### src/rtl/dmem_pkg.sv
// rtl/dmem_pkg.sv - shared types and access-size codes for the data-memory arbiter
package dmem_pkg;

   typedef enum logic [1:0] {
      IDLE   = 2'd0,
      ACCESS = 2'd1,
      RESP   = 2'd2
   } state_t;

   localparam logic [1:0] LS_BYTE = 2'd0;
   localparam logic [1:0] LS_HALF = 2'd1;
   localparam logic [1:0] LS_WORD = 2'd2;

endpackage

### src/rtl/dmem_arbiter_if.sv
// rtl/dmem_arbiter_if.sv - requester ports and memory-side bus of dmem_arbiter
interface dmem_arbiter_if;
   import dmem_pkg::*;

   logic        r0_req;
   logic        r0_we;
   logic [31:0] r0_addr;
   logic [31:0] r0_wdata;
   logic [1:0]  r0_size;
   logic        r0_sext;
   logic        r0_ack;
   logic        r0_err;
   logic [31:0] r0_rdata;

   logic        r1_req;
   logic        r1_we;
   logic [31:0] r1_addr;
   logic [31:0] r1_wdata;
   logic [1:0]  r1_size;
   logic        r1_sext;
   logic        r1_ack;
   logic        r1_err;
   logic [31:0] r1_rdata;

   logic [31:0] mem_address;
   logic [31:0] mem_writedata;
   logic [1:0]  mem_lscontrol;
   logic        mem_sign_extend;
   logic        mem_memread;
   logic        mem_memwrite;
   logic [31:0] mem_readdata;

   modport slave (
      input  r0_req, r0_we, r0_addr, r0_wdata, r0_size, r0_sext,
      output r0_ack, r0_err, r0_rdata,
      input  r1_req, r1_we, r1_addr, r1_wdata, r1_size, r1_sext,
      output r1_ack, r1_err, r1_rdata,
      output mem_address, mem_writedata, mem_lscontrol, mem_sign_extend,
      output mem_memread, mem_memwrite,
      input  mem_readdata
   );

   modport master (
      output r0_req, r0_we, r0_addr, r0_wdata, r0_size, r0_sext,
      input  r0_ack, r0_err, r0_rdata,
      output r1_req, r1_we, r1_addr, r1_wdata, r1_size, r1_sext,
      input  r1_ack, r1_err, r1_rdata,
      input  mem_address, mem_writedata, mem_lscontrol, mem_sign_extend,
      input  mem_memread, mem_memwrite,
      output mem_readdata
   );

endinterface

### src/rtl/dmem_rr_pick.sv
// rtl/dmem_rr_pick.sv - two-way round-robin pick; on a tie the requester not granted last wins
module dmem_rr_pick
   import dmem_pkg::*;
(
   input  logic [1:0] req,
   input  logic       last,
   output logic       grant
);

   always_comb begin
      grant = 1'b0;
      if (req == 2'b11) begin
         grant = ~last;
      end else begin
         grant = req[1];
      end
   end

endmodule

### src/rtl/dmem_arbiter.sv
// rtl/dmem_arbiter.sv - CPU/DMA arbiter in front of a single-port data memory
module dmem_arbiter
   import dmem_pkg::*;
#(
   parameter int MEM_BYTES = 32768
) (
   input logic           clock,
   input logic           reset_n,
   dmem_arbiter_if.slave bus
);

   localparam logic [31:0] MEM_LIMIT = 32'(MEM_BYTES);

   state_t      state_q, state_d;
   logic        last_q, last_d;
   logic        win_q, win_d;
   logic        we_q, we_d;
   logic [31:0] addr_q, addr_d;
   logic [31:0] wdata_q, wdata_d;
   logic [1:0]  size_q, size_d;
   logic        sext_q, sext_d;
   logic        err_q, err_d;
   logic [31:0] rdata_q, rdata_d;

   logic        grant;
   logic        any_req;
   logic        sel_we;
   logic        sel_sext;
   logic [31:0] sel_addr;
   logic [31:0] sel_wdata;
   logic [1:0]  sel_size;
   logic        illegal;

   dmem_rr_pick u_pick (
      .req   ({bus.r1_req, bus.r0_req}),
      .last  (last_q),
      .grant (grant)
   );

   always_comb begin
      any_req   = bus.r0_req | bus.r1_req;
      sel_we    = grant ? bus.r1_we    : bus.r0_we;
      sel_sext  = grant ? bus.r1_sext  : bus.r0_sext;
      sel_addr  = grant ? bus.r1_addr  : bus.r0_addr;
      sel_wdata = grant ? bus.r1_wdata : bus.r0_wdata;
      sel_size  = grant ? bus.r1_size  : bus.r0_size;
      illegal   = (sel_size > LS_WORD)
               || ((sel_size == LS_HALF) && sel_addr[0])
               || ((sel_size == LS_WORD) && (sel_addr[1:0] != 2'b00))
               || (sel_addr >= MEM_LIMIT);
   end

   always_comb begin
      state_d = state_q;
      last_d  = last_q;
      win_d   = win_q;
      we_d    = we_q;
      addr_d  = addr_q;
      wdata_d = wdata_q;
      size_d  = size_q;
      sext_d  = sext_q;
      err_d   = err_q;
      rdata_d = rdata_q;
      case (state_q)
         IDLE: begin
            if (any_req) begin
               win_d   = grant;
               last_d  = grant;
               we_d    = sel_we;
               addr_d  = sel_addr;
               wdata_d = sel_wdata;
               size_d  = sel_size;
               sext_d  = sel_sext;
               err_d   = illegal;
               rdata_d = 32'd0;
               state_d = illegal ? RESP : ACCESS;
            end
         end
         ACCESS: begin
            // stores leave rdata at the zero loaded on grant
            if (!we_q) begin
               rdata_d = bus.mem_readdata;
            end
            state_d = RESP;
         end
         RESP: begin
            state_d = IDLE;
         end
         default: begin
            state_d = IDLE;
         end
      endcase
   end

   always_ff @(posedge clock or negedge reset_n) begin
      if (!reset_n) begin
         state_q <= IDLE;
         last_q  <= 1'b1;
         win_q   <= 1'b0;
         we_q    <= 1'b0;
         addr_q  <= 32'd0;
         wdata_q <= 32'd0;
         size_q  <= 2'd0;
         sext_q  <= 1'b0;
         err_q   <= 1'b0;
         rdata_q <= 32'd0;
      end else begin
         state_q <= state_d;
         last_q  <= last_d;
         win_q   <= win_d;
         we_q    <= we_d;
         addr_q  <= addr_d;
         wdata_q <= wdata_d;
         size_q  <= size_d;
         sext_q  <= sext_d;
         err_q   <= err_d;
         rdata_q <= rdata_d;
      end
   end

   // strobes decode straight from state so reset drops them without waiting for an edge
   assign bus.mem_memwrite    = (state_q == ACCESS) &&  we_q;
   assign bus.mem_memread     = (state_q == ACCESS) && !we_q;
   assign bus.mem_address     = addr_q;
   assign bus.mem_writedata   = wdata_q;
   assign bus.mem_lscontrol   = size_q;
   assign bus.mem_sign_extend = sext_q;

   assign bus.r0_ack   = (state_q == RESP) && !win_q;
   assign bus.r1_ack   = (state_q == RESP) &&  win_q;
   assign bus.r0_err   = bus.r0_ack && err_q;
   assign bus.r1_err   = bus.r1_ack && err_q;
   assign bus.r0_rdata = bus.r0_ack ? rdata_q : 32'd0;
   assign bus.r1_rdata = bus.r1_ack ? rdata_q : 32'd0;

endmodule

### src/flat_wrapper.sv
// flat-port wrapper written by rule: the top's interface ports become plain ports
module dmem_arbiter_flat import dmem_pkg::*;
#(
   parameter int MEM_BYTES = 32768
)
  (clock, reset_n, bus_r0_req, bus_r0_we, bus_r0_addr, bus_r0_wdata, bus_r0_size, bus_r0_sext, bus_r0_ack, bus_r0_err, bus_r0_rdata, bus_r1_req, bus_r1_we, bus_r1_addr, bus_r1_wdata, bus_r1_size, bus_r1_sext, bus_r1_ack, bus_r1_err, bus_r1_rdata, bus_mem_address, bus_mem_writedata, bus_mem_lscontrol, bus_mem_sign_extend, bus_mem_memread, bus_mem_memwrite, bus_mem_readdata);
  dmem_arbiter_if bus_i ();
  input logic clock;
  input logic reset_n;
  input wire logic [$bits(bus_i.r0_req)-1:0] bus_r0_req;
  input wire logic [$bits(bus_i.r0_we)-1:0] bus_r0_we;
  input wire logic [$bits(bus_i.r0_addr)-1:0] bus_r0_addr;
  input wire logic [$bits(bus_i.r0_wdata)-1:0] bus_r0_wdata;
  input wire logic [$bits(bus_i.r0_size)-1:0] bus_r0_size;
  input wire logic [$bits(bus_i.r0_sext)-1:0] bus_r0_sext;
  output wire logic [$bits(bus_i.r0_ack)-1:0] bus_r0_ack;
  output wire logic [$bits(bus_i.r0_err)-1:0] bus_r0_err;
  output wire logic [$bits(bus_i.r0_rdata)-1:0] bus_r0_rdata;
  input wire logic [$bits(bus_i.r1_req)-1:0] bus_r1_req;
  input wire logic [$bits(bus_i.r1_we)-1:0] bus_r1_we;
  input wire logic [$bits(bus_i.r1_addr)-1:0] bus_r1_addr;
  input wire logic [$bits(bus_i.r1_wdata)-1:0] bus_r1_wdata;
  input wire logic [$bits(bus_i.r1_size)-1:0] bus_r1_size;
  input wire logic [$bits(bus_i.r1_sext)-1:0] bus_r1_sext;
  output wire logic [$bits(bus_i.r1_ack)-1:0] bus_r1_ack;
  output wire logic [$bits(bus_i.r1_err)-1:0] bus_r1_err;
  output wire logic [$bits(bus_i.r1_rdata)-1:0] bus_r1_rdata;
  output wire logic [$bits(bus_i.mem_address)-1:0] bus_mem_address;
  output wire logic [$bits(bus_i.mem_writedata)-1:0] bus_mem_writedata;
  output wire logic [$bits(bus_i.mem_lscontrol)-1:0] bus_mem_lscontrol;
  output wire logic [$bits(bus_i.mem_sign_extend)-1:0] bus_mem_sign_extend;
  output wire logic [$bits(bus_i.mem_memread)-1:0] bus_mem_memread;
  output wire logic [$bits(bus_i.mem_memwrite)-1:0] bus_mem_memwrite;
  input wire logic [$bits(bus_i.mem_readdata)-1:0] bus_mem_readdata;
  assign bus_i.r0_req = bus_r0_req;
  assign bus_i.r0_we = bus_r0_we;
  assign bus_i.r0_addr = bus_r0_addr;
  assign bus_i.r0_wdata = bus_r0_wdata;
  assign bus_i.r0_size = bus_r0_size;
  assign bus_i.r0_sext = bus_r0_sext;
  assign bus_r0_ack = bus_i.r0_ack;
  assign bus_r0_err = bus_i.r0_err;
  assign bus_r0_rdata = bus_i.r0_rdata;
  assign bus_i.r1_req = bus_r1_req;
  assign bus_i.r1_we = bus_r1_we;
  assign bus_i.r1_addr = bus_r1_addr;
  assign bus_i.r1_wdata = bus_r1_wdata;
  assign bus_i.r1_size = bus_r1_size;
  assign bus_i.r1_sext = bus_r1_sext;
  assign bus_r1_ack = bus_i.r1_ack;
  assign bus_r1_err = bus_i.r1_err;
  assign bus_r1_rdata = bus_i.r1_rdata;
  assign bus_mem_address = bus_i.mem_address;
  assign bus_mem_writedata = bus_i.mem_writedata;
  assign bus_mem_lscontrol = bus_i.mem_lscontrol;
  assign bus_mem_sign_extend = bus_i.mem_sign_extend;
  assign bus_mem_memread = bus_i.mem_memread;
  assign bus_mem_memwrite = bus_i.mem_memwrite;
  assign bus_i.mem_readdata = bus_mem_readdata;
  dmem_arbiter #(.MEM_BYTES(MEM_BYTES)) u_core (.clock(clock), .reset_n(reset_n), .bus(bus_i));
endmodule
### config.mk
export PLATFORM = sky130hd
export DESIGN_NAME = dmem_arbiter_flat
export DESIGN_NICKNAME = d
export VERILOG_FILES = /design/src/rtl/dmem_pkg.sv /design/src/rtl/dmem_arbiter_if.sv /design/src/rtl/dmem_rr_pick.sv /design/src/rtl/dmem_arbiter.sv /design/src/flat_wrapper.sv
export SDC_FILE = /design/constraint.sdc
export NUM_CORES = 1
export LEC_CHECK = 0
export CAP_MARGIN = 20
export CORE_AREA = 2 2 139 114
export DETAILED_ROUTE_END_ITERATION = 10
export DIE_AREA = 0 0 141 116
export GPL_ROUTABILITY_DRIVEN = 0
export PLACE_DENSITY_LB_ADDON = 0.2
export SYNTH_ARGS = -nofsm -noshare
export SYNTH_HDL_FRONTEND = slang
export SYNTH_HIERARCHICAL = 1
export SYNTH_SLANG_ARGS = --single-unit
### constraint.sdc
create_clock -name clock -period 1.6 [get_ports clock]
set_input_delay 0.16 -clock clock [delete_from_list [all_inputs] [get_ports clock]]
set_output_delay 0.16 -clock clock [all_outputs]
set_load 0.01 [all_outputs]
# == After elaboration in Yosys (flattened, before gate mapping) ==
# Index checks and enable logic that the tools add are counted.
# totals
out_inout_bits,137
word_cells,53
input_bits,172
reg_bits,105
# classes
reduce_logical,18
n_mux,14
bitwise_logic,2
n_eq_ne,7
n_lt_le_gt_ge,2
# op_table
operator,n
$mux W32,6
$pmux W32 S2,1
$ge A32 B16 Y1 const B,1
$logic_and A1 B1 Y1,8
$eq A2 B2 Y1 const B,3
$mux W2,3
$eq A2 B1 Y1 const B,2
$pmux W2 S2,1
$reduce_bool A2 Y1,2
$logic_or A1 B1 Y1,3
$mux W1,3
$reduce_and A3 Y1,1
$gt A2 B2 Y1 const B,1
$logic_not A1 Y1,2
$logic_not A2 Y1,1
$ne A2 B1 Y1 const B,1
$ne A2 B2 Y1 const B,1
$reduce_and A2 Y1,1
$not A1 Y1,1
$or A1 B1 Y1,1

# == Logic depth before layout (Yosys ltp) ==
# logic_depth
word_depth,11
ltp_mapped,7
depth_no_buf,5

# == Hierarchy ==
# Netlist, hierarchy kept.
# modules_own_cells
module,instances,area_per_inst_um2,seq_area_each_um2,cells_per_inst
dmem_arbiter,1,5001.0,2628.8,480
dmem_rr_pick,1,11.3,0.0,1

# == Least setup slack after synthesis ==
# No wires, ideal clock.
# synth_timing
path_type,register to register
startpoint,reg u_core.last_q
endpoint,reg u_core.err_q
setup_time_ns,0.146
arrival_ns,1.353
t_required_ns,1.454
path_stages_with_launch,7
period_less_slack_ns,1.500
n_path_buf,1
path_slack_ns,0.100
cell_sequence,dfstp_2 -> a21boi_2 -> buf_4 -> nor4_1 -> a22oi_1 -> a21oi_1 -> a31oi_1
# synth_between
elab_chain_len,8
word_cells_on_any_way,14
classes_between,2 x order compare; 2 x eq/ne; 3 x mux; 1 x bitwise; 6 x reduce/logical
# synth_lines
item,line,rtl
"start, declared",dmem_arbiter.sv:15,"logic last_q, last_d;"
"start signal, assigned",dmem_arbiter.sv:109,last_q <= last_d;
$not A1 Y1 (*),dmem_rr_pick.sv:13,grant = ~last;
$mux W1 (*),dmem_rr_pick.sv:12,if (req == 2'b11) begin
net u_core.grant,dmem_arbiter.sv:25,logic grant;
"parallel branches: the longest is 5 deep, another holds $ge A32 B16 Y1",n/a,
$logic_or A1 B1 Y1 (*),dmem_arbiter.sv:50,|| (sel_addr >= MEM_LIMIT);
"end signal, assigned",dmem_arbiter.sv:116,err_q <= err_d;
"end, declared",dmem_arbiter.sv:22,"logic err_q, err_d;"
# Mark *: on every way through the listed nets, which the timed path passes.
# A chain may end at the register's enable or synchronous reset.

# == Final worst setup path ==
# layout_timing
startpoint,reg u_core.state_q[0]
endpoint,out bus_r0_rdata[13]
# layout_between
elab_chain_len,3
# layout_lines
item,line,rtl
"start, declared",dmem_arbiter.sv:14,"state_t state_q, state_d;"
"start signal, assigned",dmem_arbiter.sv:108,state_q <= state_d;
$eq A2 B2 Y1,dmem_arbiter.sv:129,assign bus.r0_ack = (state_q == RESP) && !win_q;
$logic_and A1 B1 Y1,dmem_arbiter.sv:129,
$mux W32,dmem_arbiter.sv:133,assign bus.r0_rdata = bus.r0_ack ? rdata_q : 32'd0;
"end, declared",flat_wrapper.sv:18,output wire logic [$bits(bus_i.r0_rdata)-1:0] bus_r0_rdata;
# Every way passes these cells.

==> results.txt <==
----------------------------------------------------
[Timing]
  Setup slack of the critical path after layout ... -0.262 ns
  Clock period minus final worst setup slack ... 1.86 ns
  Hold Vio Cnt, Final ... 0
  RSZ-0062 raised after global routing ... true
  Final clock period utilization by the worst path ... 1.16
  Setup TNS ... -10.66 ns
  Worst clock skew ... 0.00544 ns
  Max-slew violations ... 0
  Setup violation total in the final timing report ... 69
  Max-Slew Margin vs Limit ... 0.748
  Least-Margin Pin Slew ... 0.374 ns
  Fmax ... 537 MHz

[Power]
  Fraction of power spent switching nets ... 0.292
  Leak Pwr ... 4.26 nW
  Cell Pwr Density ... 871 nW/um^2
  Clock group share of total power ... 0.260
  Portion of total power attributed to sequential cells ... 0.398
  Design Power ... 8.14 mW
  Peak supply drop ... 584 uV
  Power Internal ... 5.76 mW
  Combinational power share ... 0.342
  Switching power summed over all nets ... 2.37 mW

[Worst setup path]
  Slowest cell on the critical path ... dfrtp_2
  Category of the worst setup path capture point ... output port
  Family with the most delay on the worst path ... buffers and inverters
  Critical Path Max Stage Delay ... 0.45 ns
  Crit path kind ... register to output port
  R2r setup slk ... -0.01 ns
  Worst path buffer plus inverter count ... 4
  Arrival time at the worst endpoint ... 1.70 ns
  Endpoint required time on the critical path ... 1.44 ns
  Crit-path cells ... nor3b_4 > buf_4 > buf_6 > buf_6 > and2_1 > buf_2
  Startpoint kind of the worst setup timing path ... register
  Critical register-to-register path endpoint ... u_core/state_q[0]
  Crit Path Max Fanout ... 8
  Reg-to-Reg Start ... u_core/last_q
  Depth of the most critical reg-to-reg path ... 6
  Dominant cell type by count on the critical path ... buf_6

[Route]
  DR iter-0 viols ... 168
  Overall via count from detail_route ... 4,879
  First-pass DRT Iterations ... 4
  Detailed-route DRC error count ... 0
  Routed WL ... 18.0 mm
  Average routed wire per standard cell ... 17.6 um
  Via density per instance ... 4.77
  Remaining antenna violation count ... 0

[Final layout]
  Net count reported at finish ... 1,001
  Sequential standard cell area ... 2630 um^2
  N_diodes ... 0
  Count of fill cells added during filler insertion ... 1,209
  Most frequent cells in the layout ... clkdlybuf4s50_1 (237), dfrtp_1 (103), nand2_1 (74)
  Synth-to-Final Area Change ... 86.4%
  Most common cell after layout, fill and taps aside ... clkdlybuf4s50_1
  Fraction of layout cells with a size suffix above 1 ... 0.252
  Area used by multi-input combinational logic ... 2460 um^2

[Logic synthesis]
  Number of synthesis warnings ... 6
  Netlist cell types ... 29
  Mean area per synthesized cell ... 10.4 um^2
  Instance count of the mapped netlist ... 481
  Fraction of registers with async set/reset ... 1.00
  Number of enable flip-flop cells after synthesis ... 0
  Portion of the post-synthesis area used by sequential elements ... 0.524
  Number of register bits inferred by synthesis ... 105
  Most used flip-flop cell after synthesis ... dfrtp_1
  Number of nets in the synthesized netlist ... 653
  Netlist Area Pre-Place ... 5010 um^2

[CTS]
  Buffer type at the clock tree root ... clkbuf_16
  Clock tree from TritonCTS ... yes
  Number of sinks on the clock net ... 105
  Number of buffers on the longest clock path ... 2
  TritonCTS Buffers ... 9
  Clock H-tree levels ... 3
  Clock-pin slew of the registers on the worst-case setup and hold paths ... 0.07 ns
  Clock latency reported for the late side of the worst-skew pair ... 0.34 ns

[Global routing]
  Vias in the first global route ... 4,840
  Met2 demand-to-capacity share in global routing ... 0.353
  First-pass GRT wire length ... 25.3 mm
  Busiest layer in global routing ... met2
  Total Routing Usage GR ... 0.195
  Total grt overflow ... 0
  Number of antenna violations at the first check in global routing ... 0
  Global routing met1 resource utilization ... 0.231
  Largest net degree at the start of global routing ... 56
  Fraction of met3 tracks used by global routing ... 0.0512

[Floorplanning]
  Count of pins on the block boundary ... 309
  Die Y-Extent ... 116 um
  Effective utilization at floorplan ... 0.337
  Overall die area ... 16,400 um^2
  Horizontal extent of the die ... 141 um
  Placement row count ... 40
  Area inside the core boundary ... 14,900 um^2

[Hold path]
  Kind of path behind the tightest hold check ... primary input to async pin

[Run status]
  Run status ... complete, but fails checks
  Failing checks ... setup timing

[Place]
  Port buffer count ... 308
  Placed wire-length estimate ... 12.7 mm

[Run]
  Max-capacitance violation count ... 0

----------------------------------------------------
## worst max-delay path by stage
stage	end	startpoint	cells after the start
global placement	u_core/state_q[0]	bus_r1_req	7
finish	bus_r0_rdata[13]	u_core/state_q[0]	6
CTS	bus_r0_rdata[14]	u_core/win_q	4
global route	bus_r0_rdata[13]	u_core/state_q[0]	6
detailed placement	u_core/state_q[1]	bus_r1_req	7
floorplan	u_core/err_q	u_core/last_q	6
## layout make-up
cell class,instances,share of cell area
Multi-Input combinational cell,341,0.263
Tap cell,189,0.0253
Clock inverter,5,0.00415
Timing Repair Buffer,372,0.400
Sequential cell,105,0.282
Clock buffer,11,0.0260
## sequential cells by signal, summed over array words and instances, names as in the netlist
| signal | flops |
|---|---|
| u_core/bus.mem_writedata | 32 |
| u_core/we_q | 1 |
| u_core/last_q | 1 |
| u_core/bus.mem_sign_extend | 1 |
| u_core/rdata_q | 32 |
| u_core/bus.mem_address | 32 |
| u_core/win_q | 1 |
| u_core/bus.mem_lscontrol | 2 |
| u_core/state_q | 2 |
| u_core/err_q | 1 |
## timing repair
item,CTS,global route
hold endpoints to repair,25,0
setup endpoints to repair,73,85
hold buffers,1,0
buffers inserted,0,18
resized for setup,165,221
cloned,0,9
pin swaps,7,21
## Yosys cell counts (all sizes together), types with 2 or more instances
library cell  count  share of area
and2             66          0.082
and3b             2         0.0035
nor3              4         0.0040
o21ai            69          0.069
nor3b             2         0.0050
buf              22          0.026
nand2            74          0.055
mux2i            68           0.14
nor2              7         0.0052
dfrtp           104           0.52
nand4             2         0.0025
a21oi             2         0.0020
a22o             32          0.056
clkbuf           13          0.010
nor4              4         0.0050
nor4b             2         0.0035
## cell families after synthesis
group                  synth area share
and+or+nand+nor                   0.170
AOI/OAI and AO/OA                 0.133
DFF                               0.524
muxes                             0.136
buffers and inverters            0.0364
## metal layers
layer / vias to the layer above / part of all wire / wire (um)
li1: 2370 / - / -
met1: 2314 / 0.41 / 7400
met2: 172 / 0.51 / 9170
met3: 23 / 0.060 / 1090
met4: 0 / 0.017 / 301
met5: - / 0 / 0
## through the flow
| step | instance area (um^2) | hold slack [ns] | util | worst slack [ns] | std cells |
|---|---|---|---|---|---|
| finish | 9340 | 0.272 | 0.628 | -0.262 | 1023 |
| global placement | 8550 | 0.102 | 0.575 | -0.308 | 979 |
| floorplan | 5010 | -0.136 | - | 0.100 | 481 |
| CTS | 8750 | 0.271 | 0.589 | -0.457 | 996 |
| detailed placement | 8550 | 0.111 | 0.575 | -0.388 | 979 |
| global route | 9340 | 0.293 | 0.628 | -0.328 | 1023 |
## power groups by stage
stage	Clock, mW	Sequential, mW	Combinational (mW)
final	2.11	3.24	2.78
after global routing	2.30	3.29	2.98
after CTS	2.19	3.24	2.45
after detailed placement	0	3.28	2.44
after global placement	0	3.27	2.40
after floorplan	0	3.43	0.693
Power figures use the tool's default switching activity.
